`config.mk`:
```
export PLATFORM = sky130hd
export DESIGN_NAME = core_mem_arbiter
export DESIGN_NICKNAME = d
export VERILOG_FILES = /design/src/rtl/core_mem_arbiter.sv
export SDC_FILE = /design/constraint.sdc
export NUM_CORES = 1
export LEC_CHECK = 0
export CORE_ASPECT_RATIO = 1.4
export CORE_UTILIZATION = 44
export DETAILED_ROUTE_END_ITERATION = 10
export PLACE_DENSITY = 0.8
export SYNTH_ARGS = -nofsm -noshare
export SYNTH_HDL_FRONTEND = slang
export SYNTH_SLANG_ARGS = --single-unit
```
`constraint.sdc`:
```
create_clock -name clock -period 7.75 [get_ports clock]
set_input_delay 1.1625 -clock clock [delete_from_list [all_inputs] [get_ports clock]]
set_output_delay 1.1625 -clock clock [all_outputs]
set_load 0.05 [all_outputs]
```
`src/rtl/core_mem_arbiter.sv`:
```
// core_mem_arbiter: serializes the core's instruction-fetch and data ports onto a
// single external memory port. One memory transaction is outstanding at a time;
// ties between the two ports are broken round-robin, and a data-side abort drops a
// store that memory has not yet accepted.
module core_mem_arbiter #(
  parameter int XLEN = 32
) (
  input  logic              clock,
  input  logic              reset,
  input  logic              io_icache_req_valid,
  input  logic [XLEN-1:0]   io_icache_req_bits_addr,
  output logic              io_icache_resp_valid,
  output logic [XLEN-1:0]   io_icache_resp_bits_data,
  input  logic              io_dcache_abort,
  input  logic              io_dcache_req_valid,
  input  logic [XLEN-1:0]   io_dcache_req_bits_addr,
  input  logic [XLEN-1:0]   io_dcache_req_bits_data,
  input  logic [XLEN/8-1:0] io_dcache_req_bits_mask,
  output logic              io_dcache_resp_valid,
  output logic [XLEN-1:0]   io_dcache_resp_bits_data,
  output logic              mem_req_valid,
  input  logic              mem_req_ready,
  output logic [XLEN-1:0]   mem_req_addr,
  output logic [XLEN-1:0]   mem_req_wdata,
  output logic [XLEN/8-1:0] mem_req_wmask,
  input  logic              mem_resp_valid,
  input  logic [XLEN-1:0]   mem_resp_data
);

  localparam int MW = XLEN / 8;

  typedef enum logic [1:0] {
    S_IDLE  = 2'd0,
    S_ISSUE = 2'd1,
    S_WAIT  = 2'd2
  } state_t;

  // Port identifiers used by grant_q / last_grant_q.
  localparam logic G_I = 1'b0;
  localparam logic G_D = 1'b1;

  state_t          state_q, state_d;
  logic            grant_q, grant_d;
  logic            last_grant_q, last_grant_d;

  logic            i_pend_q, i_pend_d;
  logic [XLEN-1:0] i_addr_q, i_addr_d;
  logic            d_pend_q, d_pend_d;
  logic [XLEN-1:0] d_addr_q, d_addr_d;
  logic [XLEN-1:0] d_data_q, d_data_d;
  logic [MW-1:0]   d_mask_q, d_mask_d;

  logic            i_resp_valid_q, i_resp_valid_d;
  logic [XLEN-1:0] i_resp_data_q, i_resp_data_d;
  logic            d_resp_valid_q, d_resp_valid_d;
  logic [XLEN-1:0] d_resp_data_q, d_resp_data_d;

  logic            d_is_store;
  logic            abort_eff;
  logic            d_avail;
  logic            i_cap;
  logic            d_cap;
  logic            i_done;
  logic            d_done;

  // A port can take a new request when idle, or in the cycle its response is shown.
  assign i_cap = io_icache_req_valid & (~i_pend_q | i_resp_valid_q);
  assign d_cap = io_dcache_req_valid & (~d_pend_q | d_resp_valid_q);

  // Abort only bites on a pending store that memory has not yet accepted; once the
  // data port is granted and in WAIT the store is committed.
  assign d_is_store = |d_mask_q;
  assign abort_eff  = io_dcache_abort & d_pend_q & d_is_store
                      & ~((state_q == S_WAIT) & (grant_q == G_D));
  // A store being aborted this cycle must not win arbitration.
  assign d_avail    = d_pend_q & ~abort_eff;

  // Arbitration FSM next state and memory request drive.
  always_comb begin
    state_d       = state_q;
    grant_d       = grant_q;
    last_grant_d  = last_grant_q;
    i_done        = 1'b0;
    d_done        = 1'b0;
    mem_req_valid = 1'b0;
    mem_req_addr  = '0;
    mem_req_wdata = '0;
    mem_req_wmask = '0;
    case (state_q)
      S_IDLE: begin
        if (i_pend_q && d_avail) begin
          grant_d = (last_grant_q == G_D) ? G_I : G_D;
          state_d = S_ISSUE;
        end else if (i_pend_q) begin
          grant_d = G_I;
          state_d = S_ISSUE;
        end else if (d_avail) begin
          grant_d = G_D;
          state_d = S_ISSUE;
        end
      end
      S_ISSUE: begin
        if (grant_q == G_D) begin
          mem_req_addr  = d_addr_q;
          mem_req_wdata = d_data_q;
          mem_req_wmask = d_mask_q;
        end else begin
          mem_req_addr  = i_addr_q;
        end
        if ((grant_q == G_D) && abort_eff) begin
          // Abort beats a simultaneous ready: no request goes out.
          state_d = S_IDLE;
        end else begin
          mem_req_valid = 1'b1;
          if (mem_req_ready) begin
            state_d      = S_WAIT;
            last_grant_d = grant_q;
          end
        end
      end
      S_WAIT: begin
        if (mem_resp_valid) begin
          state_d = S_IDLE;
          if (grant_q == G_D) d_done = 1'b1;
          else                i_done = 1'b1;
        end
      end
      default: state_d = S_IDLE;
    endcase
  end

  // Per-port request capture, pending tracking and response registers.
  always_comb begin
    i_addr_d       = i_cap ? io_icache_req_bits_addr : i_addr_q;
    d_addr_d       = d_cap ? io_dcache_req_bits_addr : d_addr_q;
    d_data_d       = d_cap ? io_dcache_req_bits_data : d_data_q;
    d_mask_d       = d_cap ? io_dcache_req_bits_mask : d_mask_q;
    i_pend_d       = i_cap ? 1'b1 : (i_done ? 1'b0 : i_pend_q);
    d_pend_d       = d_cap ? 1'b1 : ((d_done | abort_eff) ? 1'b0 : d_pend_q);
    i_resp_valid_d = i_done;
    i_resp_data_d  = i_done ? mem_resp_data : i_resp_data_q;
    d_resp_valid_d = d_done | abort_eff;
    d_resp_data_d  = d_resp_data_q;
    if (abort_eff)   d_resp_data_d = '0;
    else if (d_done) d_resp_data_d = d_is_store ? '0 : mem_resp_data;
  end

  // State and datapath registers.
  always_ff @(posedge clock or posedge reset) begin
    if (reset) begin
      state_q        <= S_IDLE;
      grant_q        <= G_I;
      last_grant_q   <= G_D;
      i_pend_q       <= 1'b0;
      i_addr_q       <= '0;
      d_pend_q       <= 1'b0;
      d_addr_q       <= '0;
      d_data_q       <= '0;
      d_mask_q       <= '0;
      i_resp_valid_q <= 1'b0;
      i_resp_data_q  <= '0;
      d_resp_valid_q <= 1'b0;
      d_resp_data_q  <= '0;
    end else begin
      state_q        <= state_d;
      grant_q        <= grant_d;
      last_grant_q   <= last_grant_d;
      i_pend_q       <= i_pend_d;
      i_addr_q       <= i_addr_d;
      d_pend_q       <= d_pend_d;
      d_addr_q       <= d_addr_d;
      d_data_q       <= d_data_d;
      d_mask_q       <= d_mask_d;
      i_resp_valid_q <= i_resp_valid_d;
      i_resp_data_q  <= i_resp_data_d;
      d_resp_valid_q <= d_resp_valid_d;
      d_resp_data_q  <= d_resp_data_d;
    end
  end

  assign io_icache_resp_valid     = i_resp_valid_q;
  assign io_icache_resp_bits_data = i_resp_data_q;
  assign io_dcache_resp_valid     = d_resp_valid_q;
  assign io_dcache_resp_bits_data = d_resp_data_q;

endmodule

```
Word-level counts from Yosys, hierarchy flattened --
Index checks and enable logic that the tools add are counted.
Cells by class: eq/ne operators 5, multiplexer cells 32, bitwise logic cells 15, reduce and logical (&&, ||, !) cells 11
Operators with widths (count):
- 32-bit two-way mux | 7
- 1-bit two-way mux | 16
- 2-bit two-way mux | 6
- 4-bit two-way mux | 2
- 1-bit bitwise AND | 7
- 2-bit case mux with 3 select lines | 1
- 3-bit AND reduction | 2
- 2-bit nonzero test | 3
- 1-bit inverter | 5
- 4-bit inequality test (second input constant) | 1
- 4-bit OR reduction | 1
- 3-bit inequality test (second input constant) | 1
- 1-bit OR | 3
- 3-bit nonzero test | 1
- 2-bit by 1-bit equality test with 1-bit output (second input constant) | 1
- 2-bit equality test (second input constant) | 1
- 1-bit logical AND | 2
- 2-bit zero test | 1
- 2-bit inequality test (second input constant) | 1
- 2-bit AND reduction | 1
Storage, ports and cells: input bits 139, output and inout port bits 135, logic and storage cells 76, bits in registers 172

Depth between registers and ports, before layout --
Gate-level depths: netlist (run 1).
word-level depth 10, depth in mapped cells 6, gate-level depth less buffers 3

Worst setup path before layout (run 1) --
No wires, ideal clock.
path kind input to output, start in io_dcache_abort, end out mem_req_valid, data required time 6.588 ns, slack 4.387 ns, buffers on the path 0, data arrival time 2.201 ns, stages 3, cells stage by stage o41a_1 > and3_2 > nor2_1
On the way: word-level cells in the longest chain between the ends 6
RTL lines:
- start, declared | line 14 | input logic io_dcache_abort,
- 1-bit bitwise AND (2 in series) | line 73 | assign abort_eff = io_dcache_abort & d_pend_q & d_is_store
- 1-bit bitwise AND | line 74 | & ~((state_q == S_WAIT) & (grant_q == G_D));
- 1-bit logical AND | line 110 | if ((grant_q == G_D) && abort_eff) begin
- 1-bit two-way mux | line 110
- 1-bit two-way mux | line 89 | case (state_q)
- end, declared | line 21 | output logic mem_req_valid,
No other way between the ends.

Worst setup path in the final report (run 1) --
start reg state_q[0], end out mem_req_wdata[26]
On the way: word-level cells in the longest chain between the ends 2
RTL lines:
- start, declared | line 42 | state_t state_q, state_d;
- start signal, assigned | line 165 | state_q <= state_d;
- 2-bit by 1-bit equality test with 1-bit output | line 89
- 32-bit two-way mux | line 89
- end, declared | line 24 | output logic [XLEN-1:0] mem_req_wdata,
No other way between the ends.

==> reports/metrics.cfg, run 1 <==
[status]
status=finished, final reports clean

[worst_setup_path]
start_kind=flip-flop
endpoint_kind=output port
worst_path_largest_cell_delay_ns=0.98
cp_max_fo=36
r2r_slack_ns=5.43
cp_slowest_cell=nor2b_2
required_ns=6.59
setup.worst_path.start=state_q[0]$_DFFE_PP0P_
crit_type=flip-flop to output port
critPathArrivalTime_ns=3.03
reg2reg_from=grant_q$_DFFE_PP0P_
crit_chain=nor2b_2 -> and3_1 -> clkdlybuf4s50_1

[clock_network]
clock_latency_ns=0.42
clk_pin_slew_worst_paths_ns=0.07
cts_hold_buf=0
cts_resized=0
cts_max_path_buffers=2
cts_setup_buffers=0
htree_levels=4
root_buffer=clkbuf_16
cts_buffers=17
clock_sinks=172
cts_tree=built

[layout]
postLayoutCoreUtil=0.664
drive_gt1_frac=0.265
num_antenna_cells=0
multi_input_area_um2=2710
final_cell_mix=273 x clkdlybuf4s50_1, 170 x dfrtp_1, 128 x mux2_2
fill_cells=1205
nets=906
layout_commonest_cell=clkdlybuf4s50_1
design_area_um2=10700
area_growth_pct=48.1
final-seq-area_um2=4310

[timing]
period_share=0.541
setup_viol_count_final=0
finalSetupTns_ns=0
slew_viol_final=0
worst_slack_ns=3.56
skew_ns=0.0103
tightest_slew_ns=1.16
max_freq_mhz=238
slew_headroom=0.222
rsz0062_at_grt=no
hold_viol_final=0
min_period_ns=4.19

[grt]
antenna_found_initial=0
grt_max_degree=96
grt_pass1_vias=5551
grt.overflow.total=0
grt_use_total=0.228
grt_pass1_wl_um=28800

[power_and_ir_drop]
power.density_nw_per_um2=425
ir_drop_mv=0.277
power_leakage_nw=4.59

[placed_design]
place_ws_ns=3.61
port_buffers=273
place_area_um2=10100
gp_congestion=0.806
dp_hpwl_um=13100

[worst_hold_path]
min_from=io_icache_resp_bits_data[2]$_DFFE_PP0P_
hold_path_class=flip-flop to flip-flop

[route]
first_iter_violations=176
vias_per_cell=5.25
routed_wl_um=18600
ant_nets=0
drc=0
first_pass_iters=4
routedWlPerCell_um=19.0
vias=5144

[logic_synthesis]
synth_seq_area_share=0.596
synthesis.area_um2=7220
synth_cell_types=37
syn_inst=503
synth-seq-cells=172
avgSynthCellArea_um2=14.4
synth-warning-count=0
syn_nets=642

[floorplanning]
die_h_um=154
die_x_um=110
die_area_um2=16900
rows=55
core-area_um2=16100
pin_count=274
initial_core_util=0.448

[run]
cap_violations=0

==> registers in the layout (all words and copies together) (netlist names), 2 cells and up <==
name                      cells
io_dcache_resp_bits_data     32
state_q                       2
io_icache_resp_bits_data     32
i_addr_q                     32
d_addr_q                     32
d_mask_q                      4
d_data_q                     32
==> synth_stat cells <==
| library cell | number | area (um2) |
|---|---|---|
| mux2_1 | 4 | 45.0 |
| dfrtp_1 | 171 | 4280 |
| nor2_1 | 33 | 124 |
| or2_2 | 2 | 12.5 |
| a21oi_1 | 3 | 15.0 |
| o21ai_0 | 1 | 5.00 |
| o32ai_1 | 2 | 17.5 |
| and3_1 | 35 | 219 |
| nor2b_1 | 1 | 6.26 |
| a22o_1 | 3 | 26.3 |
| o21ai_1 | 1 | 5.00 |
| o22a_1 | 1 | 8.76 |
| nor4b_4 | 1 | 23.8 |
| and2_1 | 1 | 6.26 |
| a32o_1 | 1 | 10.0 |
| a31oi_4 | 1 | 21.3 |
| o31ai_1 | 1 | 7.51 |
| nand3b_1 | 2 | 15.0 |
| buf_4 | 2 | 15.0 |
| mux2_2 | 128 | 1440 |
| clkbuf_2 | 1 | 5.00 |
| inv_1 | 4 | 15.0 |
| buf_2 | 15 | 75.1 |
| nor4_1 | 1 | 6.26 |
| mux2i_1 | 32 | 320 |
| a22o_2 | 29 | 290 |
| inv_2 | 1 | 3.75 |
| and3_2 | 2 | 15.0 |
| o41ai_1 | 1 | 8.76 |
| o41a_1 | 1 | 11.3 |
| and2_2 | 1 | 7.51 |
| dfstp_2 | 1 | 26.3 |
| and4b_1 | 1 | 10.0 |
| clkbuf_1 | 11 | 41.3 |
| buf_6 | 6 | 67.6 |
| o21ai_2 | 1 | 8.76 |
| nand2_1 | 1 | 3.75 |
==> metrics by stage <==
| step | power, mW | std cells | hold WS (ns) |
|---|---|---|---|
| finish | 4.54 | 979 | 0.497 |
| global route | 4.76 | 979 | 0.509 |
| CTS | 4.58 | 979 | 0.502 |
| detailed placement | 3.68 | 947 | 0.483 |
| global placement | 3.61 | 947 | 0.469 |
| floorplan | 2.98 | 503 | 0.471 |
==> worst paths after layout <==
| check | end | depth (start not counted) |
|---|---|---|
| min reg2reg | io_icache_resp_bits_data[2]$_DFFE_PP0P_ | 1 |
| max reg2reg | io_dcache_resp_bits_data[14]$_DFFE_PP0P_ | 3 |
| max in group asynchronous | grant_q$_DFFE_PP0P_ | 3 |
| max | mem_req_wdata[26] | 3 |
| min in group asynchronous | io_dcache_resp_bits_data[3]$_DFFE_PP0P_ | 2 |
| min | io_icache_resp_bits_data[2]$_DFFE_PP0P_ | 1 |
==> cells by family (layout without fill, tap and decap cells) <==
| family | after synthesis | count (layout) | share of synthesized area |
|---|---|---|---|
| and+or+nand+nor | 81 | 81 | 0.0622 |
| buffers and inverters | 40 | 317 | 0.0308 |
| DFF | 172 | 172 | 0.596 |
| muxes | 164 | 164 | 0.250 |
| AOI/OAI and AO/OA | 46 | 46 | 0.0603 |
==> per-layer routing <==
| metal | GRT usage | routed length, um | up-vias |
|---|---|---|---|
| li1 | - | - | 2329 |
| met3 | 0.0784 | 1310 | 53 |
| met1 | 0.242 | 6830 | 2572 |
| met4 | 0.117 | 802 | 0 |
| met2 | 0.391 | 9620 | 190 |
| met5 | 0 | 0 | - |
==> where the power goes <==
| group | internal [mW] | leakage [nW] | switching (mW) |
|---|---|---|---|
| Clock | 0.535 | 0.298 | 0.346 |
| Sequential | 1.27 | 2.10 | 0.226 |
| Combinational | 0.876 | 2.19 | 1.28 |
| Total | 2.68 | 4.59 | 1.85 |
==> area by class of cell <==
cell class                 instances  share of cell area
sequential                       172               0.403
timing repair buffer             280               0.261
clock buffer                      23              0.0447
multi-input combinational        291               0.254
inverter                           5             0.00222
clock inverter                     9              0.0125
tap                              199              0.0233
==> worst max-delay path: cells and delay by family, from the launching register on <==
family	cells	cell delay (ns)
flops	1	0.50
buf+inv	1	0.86
simple gates	2	1.25
(Power assumes the default switching activity.)
==> inputs of run 2 (changes only) <==
==> constraint.sdc (replaced) <==
create_clock -name clock -period 4.3 [get_ports clock]
set_input_delay 0.645 -clock clock [delete_from_list [all_inputs] [get_ports clock]]
set_output_delay 0.645 -clock clock [all_outputs]
set_load 0.05 [all_outputs]
==> reports/metrics.cfg, run 2 (same netlist as run 1, synthesis figures left out) <==
[route]
wl_met2_um=9800  ; +2.0%
ant_nets=0  ; unchanged
routedWlPerCell_um=19.0  ; +0.16%
drc=0  ; unchanged
wirelength_met1_um=6800  ; -0.54%
top_layer_used=met4
vias=5113  ; -0.60%
wl_met3_um=1430  ; +9.4%
first_pass_iters=4  ; unchanged
first_iter_violations=241  ; +37%
vias_per_cell=5.21  ; -0.81%
routed_wl_um=18600  ; +0.37%

[grt]
grt_max_degree=67  ; -30%
grt.overflow.total=0  ; unchanged
grt_pass1_wl_um=28800  ; +0.17%
grt_use_total=0.227  ; -0.000524
antenna_found_initial=1  ; +1
grt_pass1_vias=5676  ; +2.3%

[clock_network]
clock_sinks=172  ; unchanged
clk_pin_slew_worst_paths_ns=0.06  ; about the same
cts_resized=0  ; unchanged
root_buffer=clkbuf_16
cts_buffers=17  ; unchanged
cts_tree=built
cts_setup_buffers=0  ; unchanged
htree_levels=4  ; unchanged
cts_hold_buf=0  ; unchanged
cts_max_path_buffers=2  ; unchanged
clock_latency_ns=0.42  ; about the same

[power_and_ir_drop]
seq_power_share=0.336  ; +0.006
ir_drop_mv=0.484  ; +75%
internal_power_mw=4.74  ; +77%
clkPwrFrac=0.185  ; -0.009
combPwrFrac=0.479  ; +0.003
power_leakage_nw=4.57  ; -0.52%
power_switching_share=0.415  ; +0.00665
p_switching_mw=3.36  ; +81%
power.density_nw_per_um2=758  ; +79%

[worst_hold_path]
hold_path_class=flip-flop to flip-flop
holdPathStages=1  ; unchanged

[timing]
period_share=0.823
finalSetupTns_ns=0  ; unchanged
min_period_ns=3.54
tightest_slew_ns=1.13  ; -0.0364 ns
rsz0062_at_grt=no
skew_ns=0.00901  ; -0.00134 ns
setup_viol_count_final=0  ; unchanged
slew_headroom=0.247  ; +0.0249
hold_viol_final=0  ; unchanged
slew_viol_final=0  ; unchanged
max_freq_mhz=283

[worst_setup_path]
reg2reg_from=d_pend_q$_DFFE_PP0P_
required_ns=3.65  ; -2.94 ns
reg2regPathDepth=4  ; +1
start_kind=flip-flop
critPathArrivalTime_ns=2.89  ; -0.14 ns
r2r_end=d_addr_q[4]$_DFFE_PP0P_
setup.worst_path.end=mem_req_wdata[13]
cp_max_fo=36  ; unchanged
setup.worst_path.start=state_q[0]$_DFFE_PP0P_
crit_type=flip-flop to output port
r2r_slack_ns=1.91  ; -3.52 ns
endpoint_kind=output port

[layout]
final_cell_mix=273 x clkdlybuf4s50_1, 170 x dfrtp_1, 128 x mux2_2
fill_cells=1215  ; +0.83%
postLayoutCoreUtil=0.664  ; about the same
final-seq-area_um2=4310  ; unchanged
design_area_um2=10700  ; about the same
drive_gt1_frac=0.266  ; +0.000941
layout_commonest_cell=clkdlybuf4s50_1
area_growth_pct=48.0  ; about the same
nets=907  ; +0.11%
multi_input_area_um2=2710  ; unchanged

[status]
status=finished, final reports clean

[floorplanning]
initial_core_util=0.448  ; unchanged
die_h_um=154  ; unchanged
pin_count=274  ; unchanged
die_x_um=110  ; unchanged
core-area_um2=16100  ; unchanged
rows=55  ; unchanged
die_area_um2=16900  ; unchanged

[placed_design]
port_buffers=273  ; unchanged
dp_hpwl_um=13300  ; +1.7%
place_area_um2=10100  ; +0.31%
gp_congestion=0.789  ; -2.1%

[run]
cap_violations=0  ; unchanged

[run 2: cell types whose count changed in the layout (fill, tap and decap cells not counted), sizes merged]
cell	delta
clkinv	-1
clkinvlp	+5
diode	+1
bufinv	-1
buf	+1
clkbuf	-3
[run 2: area by class of cell]
class                           count  share of cell area
Antenna cell                        1            0.000234
Clock buffer                       20              0.0409
Clock inverter                     12              0.0129
Inverter                            5             0.00211
Multi-Input combinational cell    291               0.254
Sequential cell                   172               0.403
Tap cell                          199              0.0233
Timing Repair Buffer              281               0.264
[run 2: power by group through the flow]
| stage | logic [mW] | registers, mW | clock network [mW] |
|---|---|---|---|
| floorplan | 2.23 | 3.14 | 0 |
| global placement | 3.82 | 2.69 | 0 |
| detailed placement | 3.90 | 2.75 | 0 |
| CTS | 3.92 | 2.72 | 1.54 |
| global route | 4.09 | 2.80 | 1.60 |
| finish | 3.88 | 2.72 | 1.50 |
[run 2: routing by layer]
layer	vias up	global-route usage
met3	32	0.0805
met1	2560	0.248
met2	189	0.391
met4	0	0.0996
li1	2332	-
met5	-	0
[run 2: worst min path at each step]
stage	startpoint	to
floorplan	d_data_q[0]$_DFFE_PP0P_	d_data_q[0]$_DFFE_PP0P_
global placement	io_icache_resp_bits_data[7]$_DFFE_PP0P_	io_icache_resp_bits_data[7]$_DFFE_PP0P_
detailed placement	io_icache_resp_bits_data[2]$_DFFE_PP0P_	io_icache_resp_bits_data[2]$_DFFE_PP0P_
CTS	io_icache_resp_bits_data[2]$_DFFE_PP0P_	io_icache_resp_bits_data[2]$_DFFE_PP0P_
global route	i_addr_q[9]$_DFFE_PP0P_	i_addr_q[9]$_DFFE_PP0P_
finish	io_icache_resp_bits_data[2]$_DFFE_PP0P_	io_icache_resp_bits_data[2]$_DFFE_PP0P_
[run 2: critical path: stages (launching register included)]
cell	delay (ns)
dfrtp_1	0.49
nor2b_2	0.87
and3_1	0.27
clkdlybuf4s50_1	0.82
[run 2: through the flow]
| step | worst slack [ns] | total power [mW] | std cells | hold WS, ns |
|---|---|---|---|---|
| global placement | 1.21 | 6.51 | 948 | 0.470 |
| global route | 0.625 | 8.50 | 980 | 0.510 |
| CTS | 0.770 | 8.18 | 980 | 0.489 |
| finish | 0.763 | 8.10 | 981 | 0.487 |
| detailed placement | 1.22 | 6.65 | 948 | 0.475 |
| floorplan | 1.46 | 5.37 | 503 | 0.471 |
